--- config.mk ---
export PLATFORM = sky130hd
export DESIGN_NAME = load_store_unit
export DESIGN_NICKNAME = d
export VERILOG_FILES = /design/src/rtl/lsu_pkg.sv /design/src/rtl/lsu_lane_unit.sv /design/src/rtl/load_store_unit.sv
export SDC_FILE = /design/constraint.sdc
export NUM_CORES = 1
export LEC_CHECK = 0
export CORE_UTILIZATION = 44
export CTS_CLUSTER_DIAMETER = 50
export DETAILED_ROUTE_END_ITERATION = 10
export HOLD_SLACK_MARGIN = 0.08
export PLACE_DENSITY_LB_ADDON = 0.12
export SLEW_MARGIN = 10
export SYNTH_ARGS = -nofsm -noshare
export SYNTH_HDL_FRONTEND = slang
export SYNTH_HIERARCHICAL = 1
export SYNTH_SLANG_ARGS = --single-unit
--- constraint.sdc ---
create_clock -name clk -period 5.62 [get_ports clk]
set_clock_uncertainty 0.15 [all_clocks]
set_input_delay 1.124 -clock clk [delete_from_list [all_inputs] [get_ports clk]]
set_output_delay 1.124 -clock clk [all_outputs]
set_load 0.05 [all_outputs]
--- src/rtl/lsu_pkg.sv ---
// Shared definitions for the load/store unit: RV32I funct3 codes, FSM state
// encoding and the access-size decode used by both the FSM and the lane unit.
package lsu_pkg;

    localparam logic [2:0] F3_B  = 3'd0;
    localparam logic [2:0] F3_H  = 3'd1;
    localparam logic [2:0] F3_W  = 3'd2;
    localparam logic [2:0] F3_BU = 3'd4;
    localparam logic [2:0] F3_HU = 3'd5;

    localparam logic [2:0] S_IDLE = 3'd0;
    localparam logic [2:0] S_RD   = 3'd1;
    localparam logic [2:0] S_WAIT = 3'd2;
    localparam logic [2:0] S_WR   = 3'd3;
    localparam logic [2:0] S_RESP = 3'd4;

    typedef enum logic [2:0] {
        ST_IDLE = S_IDLE,
        ST_RD   = S_RD,
        ST_WAIT = S_WAIT,
        ST_WR   = S_WR,
        ST_RESP = S_RESP
    } state_t;

    typedef enum logic [1:0] {
        SZ_BYTE = 2'd0,
        SZ_HALF = 2'd1,
        SZ_WORD = 2'd2,
        SZ_BAD  = 2'd3
    } size_t;

    // Stores have no unsigned variants, so BU/HU are only legal for loads.
    function automatic size_t access_size(input logic we, input logic [2:0] f3);
        size_t sz;
        case (f3)
            F3_B:    sz = SZ_BYTE;
            F3_H:    sz = SZ_HALF;
            F3_W:    sz = SZ_WORD;
            F3_BU:   sz = we ? SZ_BAD : SZ_BYTE;
            F3_HU:   sz = we ? SZ_BAD : SZ_HALF;
            default: sz = SZ_BAD;
        endcase
        return sz;
    endfunction

endpackage

--- src/rtl/lsu_lane_unit.sv ---
// Combinational byte-lane logic for the load/store unit.
// Ports:
//   word        - word read from memory
//   wdata       - right-aligned store data
//   off         - byte offset within the word (addr[1:0])
//   funct3      - RV32I size/sign code
//   load_data   - selected lane, sign or zero extended (word passes through)
//   merged_word - word with the store lane replaced, other lanes untouched
module lsu_lane_unit
    import lsu_pkg::*;
(
    input  logic [31:0] word,
    input  logic [31:0] wdata,
    input  logic [1:0]  off,
    input  logic [2:0]  funct3,
    output logic [31:0] load_data,
    output logic [31:0] merged_word
);

    size_t       sz;
    logic [7:0]  byte_v;
    logic [15:0] half_v;

    always_comb begin
        sz          = access_size(1'b0, funct3);
        byte_v      = word[{off, 3'b000} +: 8];
        half_v      = word[{off[1], 4'b0000} +: 16];
        load_data   = word;
        merged_word = wdata;
        case (sz)
            SZ_BYTE: begin
                load_data = funct3[2] ? {24'h0, byte_v} : {{24{byte_v[7]}}, byte_v};
                merged_word = word;
                merged_word[{off, 3'b000} +: 8] = wdata[7:0];
            end
            SZ_HALF: begin
                load_data = funct3[2] ? {16'h0, half_v} : {{16{half_v[15]}}, half_v};
                merged_word = word;
                merged_word[{off[1], 4'b0000} +: 16] = wdata[15:0];
            end
            default: begin
                load_data   = word;
                merged_word = wdata;
            end
        endcase
    end

endmodule

--- src/rtl/load_store_unit.sv ---
// RV32I load/store unit driving a single-port word memory.
// Accepts LB/LH/LW/LBU/LHU/SB/SH/SW over valid/ready, issues word-wide memory
// cycles, extracts/extends load lanes and does read-modify-write for SB/SH.
// Ports:
//   clk, reset                 - clock, synchronous active-high reset
//   req_*                      - request from core (valid/ready handshake)
//   rsp_valid/rsp_rdata/rsp_err - one-cycle response pulse
//   mem_*                      - word memory interface (read data one cycle late)
//
// state   | meaning
// IDLE    | ready for a request
// RD      | memory read strobe issued
// WAIT    | read data returning; load extracts, RMW merges
// WR      | memory write strobe issued
// RESP    | rsp_valid pulse
module load_store_unit
    import lsu_pkg::*;
#(
    parameter  int DATA_DEPTH = 16,
    localparam int MEM_AW     = $clog2(DATA_DEPTH)
) (
    input  logic              clk,
    input  logic              reset,
    input  logic              req_valid,
    output logic              req_ready,
    input  logic              req_we,
    input  logic [2:0]        req_funct3,
    input  logic [31:0]       req_addr,
    input  logic [31:0]       req_wdata,
    output logic              rsp_valid,
    output logic [31:0]       rsp_rdata,
    output logic              rsp_err,
    output logic [MEM_AW-1:0] mem_addr,
    output logic              mem_rd_en,
    output logic              mem_wr_en,
    output logic [31:0]       mem_write_data,
    input  logic [31:0]       mem_read_data
);

    state_t      state;
    logic        we_q;
    logic [2:0]  funct3_q;
    logic [1:0]  off_q;
    logic [31:0] wdata_q;
    logic        rd_en_q;
    logic        wr_en_q;

    size_t       req_sz;
    logic        misaligned;
    logic        out_of_range;
    logic        acc_err;
    logic [31:0] load_data;
    logic [31:0] merged_word;

    always_comb begin
        req_sz       = access_size(req_we, req_funct3);
        misaligned   = ((req_sz == SZ_HALF) && req_addr[0]) ||
                       ((req_sz == SZ_WORD) && (req_addr[1:0] != 2'b00));
        out_of_range = req_addr[31:2] >= 30'(DATA_DEPTH);
        acc_err      = (req_sz == SZ_BAD) || misaligned || out_of_range;
    end

    lsu_lane_unit u_lane (
        .word        (mem_read_data),
        .wdata       (wdata_q),
        .off         (off_q),
        .funct3      (funct3_q),
        .load_data   (load_data),
        .merged_word (merged_word)
    );

    assign req_ready = (state == ST_IDLE);

    // Strobes are gated by reset so a store interrupted in WR never writes.
    assign mem_rd_en = rd_en_q & ~reset;
    assign mem_wr_en = wr_en_q & ~reset;

    always_ff @(posedge clk) begin
        if (reset) begin
            state          <= ST_IDLE;
            we_q           <= 1'b0;
            funct3_q       <= 3'd0;
            off_q          <= 2'd0;
            wdata_q        <= 32'h0;
            rd_en_q        <= 1'b0;
            wr_en_q        <= 1'b0;
            mem_addr       <= '0;
            mem_write_data <= 32'h0;
            rsp_valid      <= 1'b0;
            rsp_err        <= 1'b0;
            rsp_rdata      <= 32'h0;
        end else begin
            case (state)
                ST_IDLE: begin
                    if (req_valid) begin
                        we_q     <= req_we;
                        funct3_q <= req_funct3;
                        off_q    <= req_addr[1:0];
                        wdata_q  <= req_wdata;
                        mem_addr <= req_addr[MEM_AW+1:2];
                        if (acc_err) begin
                            rsp_valid <= 1'b1;
                            rsp_err   <= 1'b1;
                            rsp_rdata <= 32'h0;
                            state     <= ST_RESP;
                        end else if (req_we && (req_sz == SZ_WORD)) begin
                            mem_write_data <= req_wdata;
                            wr_en_q        <= 1'b1;
                            state          <= ST_WR;
                        end else begin
                            rd_en_q <= 1'b1;
                            state   <= ST_RD;
                        end
                    end
                end
                ST_RD: begin
                    rd_en_q <= 1'b0;
                    state   <= ST_WAIT;
                end
                ST_WAIT: begin
                    if (we_q) begin
                        mem_write_data <= merged_word;
                        wr_en_q        <= 1'b1;
                        state          <= ST_WR;
                    end else begin
                        rsp_rdata <= load_data;
                        rsp_err   <= 1'b0;
                        rsp_valid <= 1'b1;
                        state     <= ST_RESP;
                    end
                end
                ST_WR: begin
                    wr_en_q   <= 1'b0;
                    rsp_rdata <= 32'h0;
                    rsp_err   <= 1'b0;
                    rsp_valid <= 1'b1;
                    state     <= ST_RESP;
                end
                ST_RESP: begin
                    rsp_valid <= 1'b0;
                    rsp_err   <= 1'b0;
                    rsp_rdata <= 32'h0;
                    state     <= ST_IDLE;
                end
                default: state <= ST_IDLE;
            endcase
        end
    end

endmodule

==> results.yml <==
global_routing:
  grt_usage: 0.292
  antenna_found_initial: 0
  grt-ovfl-total: 0
  first_global_vias: 5696
  grt_first_pass_wirelength_um: 32100
  grt_start_max_net_pins: 52
setup_path:
  r2r_start: "off_q[1]"
  timing.critical_path.buf_inv: 2
  crit_path_start: "reset"
  critical_path.top_delay_family: "buffers and inverters"
  cell_by_cell_trace_of_the_critical_path: "buf_2 -> nor2b_1 -> clkdlybuf4s50_1"
  rr_worst_depth: 8
  critPathMaxStageDelay_ns: 0.75
  reg2reg_to: "mem_write_data[0]"
  cp_data_required_time_ns: 4.35
  crit_path_top_delay_cell: "sky130_fd_sc_hd__buf_2"
  critical_path_cell_count: 3
  cp-endpoint: "mem_wr_en"
  crit_path_max_fanout: 51
  critPathLaunchType: "input port"
  reg2reg_setup_slack_ns: 2.51
  critical_path_class: "in2out"
  worstSetupEndpointType: "output pin"
  worst-endpoint-arrival_ns: 2.73
yosys:
  postSynthRegisterBits: 113
  ys_top_cells_by_area: "sky130_fd_sc_hd__dfxtp_1, sky130_fd_sc_hd__mux2i_1, sky130_fd_sc_hd__nand2_1"
  most_repeated_cell_in_the_gate_level_netlist_after_synthesis: "sky130_fd_sc_hd__dfxtp_1"
  synth_area_mm2: 0.00608
  synth.top_cell.area_share: 0.372
  edff_count_synth: 0
  ys_seq_area_frac: 0.372
  synth_commonest_cells: "sky130_fd_sc_hd__dfxtp_1, sky130_fd_sc_hd__nand2_1, sky130_fd_sc_hd__mux2i_1, sky130_fd_sc_hd__a21oi_1, sky130_fd_sc_hd__a22o_1"
  yosys.area.top_type: "sky130_fd_sc_hd__dfxtp_1"
  ys_warn_count: 6
  post_synth_inst_count: 688
  synth_async_sr_flop_share: 0
  post_synth.cell_area_avg_um2: 8.83
  synth.lib_cells_used.distinct: 56
  synthesis.nets: 796
  ys.flop_type: "sky130_fd_sc_hd__dfxtp_1"
power_and_ir_drop:
  peakVddDrop_uv: 202
  leakagePower_uw: 0.00296
  power_density_mw_per_mm2: 297
clocking:
  root_buffer: "sky130_fd_sc_hd__clkbuf_16"
  worst_setup_hold_path_clk_slew_ns: 0.05
  numClockSinks: 113
  clock_tree.htree_level_count: 4
  insertion_delay_ns: 0.42
  numCtsBuffers: 17
  post-cts-setup-buffers: 0
  cts_hold_buffers_added: 0
  clock_tree_from_tritoncts: "yes"
  postCtsResizedCells: 0
  clk_path_buf_depth: 2
floorplan:
  placeableCoreArea_mm2: 0.0133
  chipWidth_um: 120
  die_area_mm2: 0.0143
  placementRows: 42
  ioPinCount: 176
  die_height_um: 120
  initial_core_util: 0.455
drt:
  drtAntennaViolNets: 0
  drt-initial-drc-count: 508
  wire_per_inst_um: 20.2
  finalWirelength_um: 20700
  detail_route.drc_violations: 0
  num_vias: 6134
  dr.pass1.iters: 8
  vias_per_cell: 6.00
final_layout:
  finish.cell_count_without_fillers: 1023
  final_layout_size_suffix_gt1_frac: 0.0803
  areaGrowthSynthToFinish_pct: 38.7
  insertedDiodeCount: 0
  finalNetCount: 942
  fill_count: 1137
flow_run:
  drv_cap: 0
sta:
  worst-slew-pin-transition_ns: 1.23
  finalMaxSlewViolations: 0
  finalHoldViolCount: 0
  timing.final.crit_share: 0.712
  maxSlewHeadroom: 0.182
  final.min_clock_period_ns: 4.00
  whs_ns: 0.306
  fmax_mhz: 250
  setup_total_negative_slack_ns: 0
  report.final.setup_viol: 0
  grt_setup_unrepaired: "no"
placement:
  place_congestion: 0.916
  io_buffers: 175
  dp.final_hpwl_um: 14900
  post-place-cells: 991
hold_path:
  hold_path.class: "reg2reg"
status:
  run_status: "finished, final reports clean"
-- area by class of cell --
cell class                 count  area [µm²]  share of cell area
sequential                   113        2260               0.269
clock buffer                  19         443              0.0525
clock inverter                13         209              0.0248
inverter                      22        82.6             0.00980
multi-input combinational    497        3400               0.404
tap                          176         220              0.0261
timing repair buffer         183        1810               0.214
-- logic make-up after synthesis --
group / count (synthesis) / synth area share
AO/OA/AOI/OAI: 245 / 0.306
flip-flops: 113 / 0.372
buffers and inverters: 78 / 0.0675
AND/OR/NAND/NOR: 186 / 0.141
multiplexers: 61 / 0.103
adder cells (fa/ha/maj): 5 / 0.0103
-- layout by cell type, fill, tap and decap left out, types with 4 or more instances in the layout --
master / instances
sky130_fd_sc_hd__nor3_1: 8
sky130_fd_sc_hd__nor4_1: 6
sky130_fd_sc_hd__mux2i_1: 52
sky130_fd_sc_hd__a221oi_1: 24
sky130_fd_sc_hd__o21ai_0: 26
sky130_fd_sc_hd__nor2_1: 39
sky130_fd_sc_hd__dfxtp_1: 112
sky130_fd_sc_hd__a221o_1: 18
sky130_fd_sc_hd__o22ai_1: 17
sky130_fd_sc_hd__clkdlybuf4s50_1: 174
sky130_fd_sc_hd__mux2_2: 8
sky130_fd_sc_hd__ha_1: 5
sky130_fd_sc_hd__inv_1: 16
sky130_fd_sc_hd__a21oi_1: 51
sky130_fd_sc_hd__a22o_1: 40
sky130_fd_sc_hd__o221ai_1: 8
sky130_fd_sc_hd__nand2_1: 105
sky130_fd_sc_hd__and2_1: 4
sky130_fd_sc_hd__a22oi_1: 8
sky130_fd_sc_hd__nor2b_1: 4
sky130_fd_sc_hd__o2bb2ai_1: 32
sky130_fd_sc_hd__clkbuf_16: 17
sky130_fd_sc_hd__bufinv_16: 5
sky130_fd_sc_hd__buf_4: 8
-- power by group --
| part | switching, µW | internal, µW |
|---|---|---|
| logic | 261 | 191 |
| registers | 30.0 | 832 |
| clock network | 391 | 798 |
-- stage by stage --
step	cell area (µm²)	setup WS (ns)	total power, µW	util
global placement	7780	1.65	1320	0.583
floorplan	6080	2.33	1140	-
CTS	8430	1.62	2510	0.632
detailed placement	7780	1.63	1320	0.583
global route	8430	1.54	2590	0.632
finish	8430	1.62	2500	0.632
-- sequential cells by signal, indices dropped and copies added, names as in the netlist --
register,flops
mem_write_data,32
rsp_rdata,32
wdata_q,32
mem_addr,4
funct3_q,3
state,3
off_q,2
rd_en_q,1
rsp_err,1
rsp_valid,1
we_q,1
wr_en_q,1
-- worst min-delay path, delay by kind of cell, from the launching register on --
family,cells,cell delay (ns)
AOI/OAI and AO/OA,1,0.05
DFF,1,0.30
and+or+nand+nor,1,0.05
-- worst min-delay path by stage --
stage	slack, ns	endpoint	cells past startpoint	from
global placement	0.29	rsp_valid	1	rsp_valid
CTS	0.31	wdata_q[21]	2	wdata_q[21]
floorplan	0.28	rd_en_q	1	rd_en_q
detailed placement	0.30	wr_en_q	1	wr_en_q
global route	0.32	wdata_q[25]	2	wdata_q[25]
finish	0.31	wdata_q[21]	2	wdata_q[21]
-- per-layer routing --
| layer | part of all wire | wire (µm) | track usage | up-vias |
|---|---|---|---|---|
| li1 | - | - | - | 2903 |
| met1 | 0.48 | 9860 | 0.429 | 2906 |
| met2 | 0.43 | 8940 | 0.416 | 290 |
| met3 | 0.073 | 1500 | 0.0618 | 35 |
| met4 | 0.018 | 370 | 0.108 | 0 |
| met5 | 0 | 0 | 0 | - |
Power figures use the tool's default switching activity.
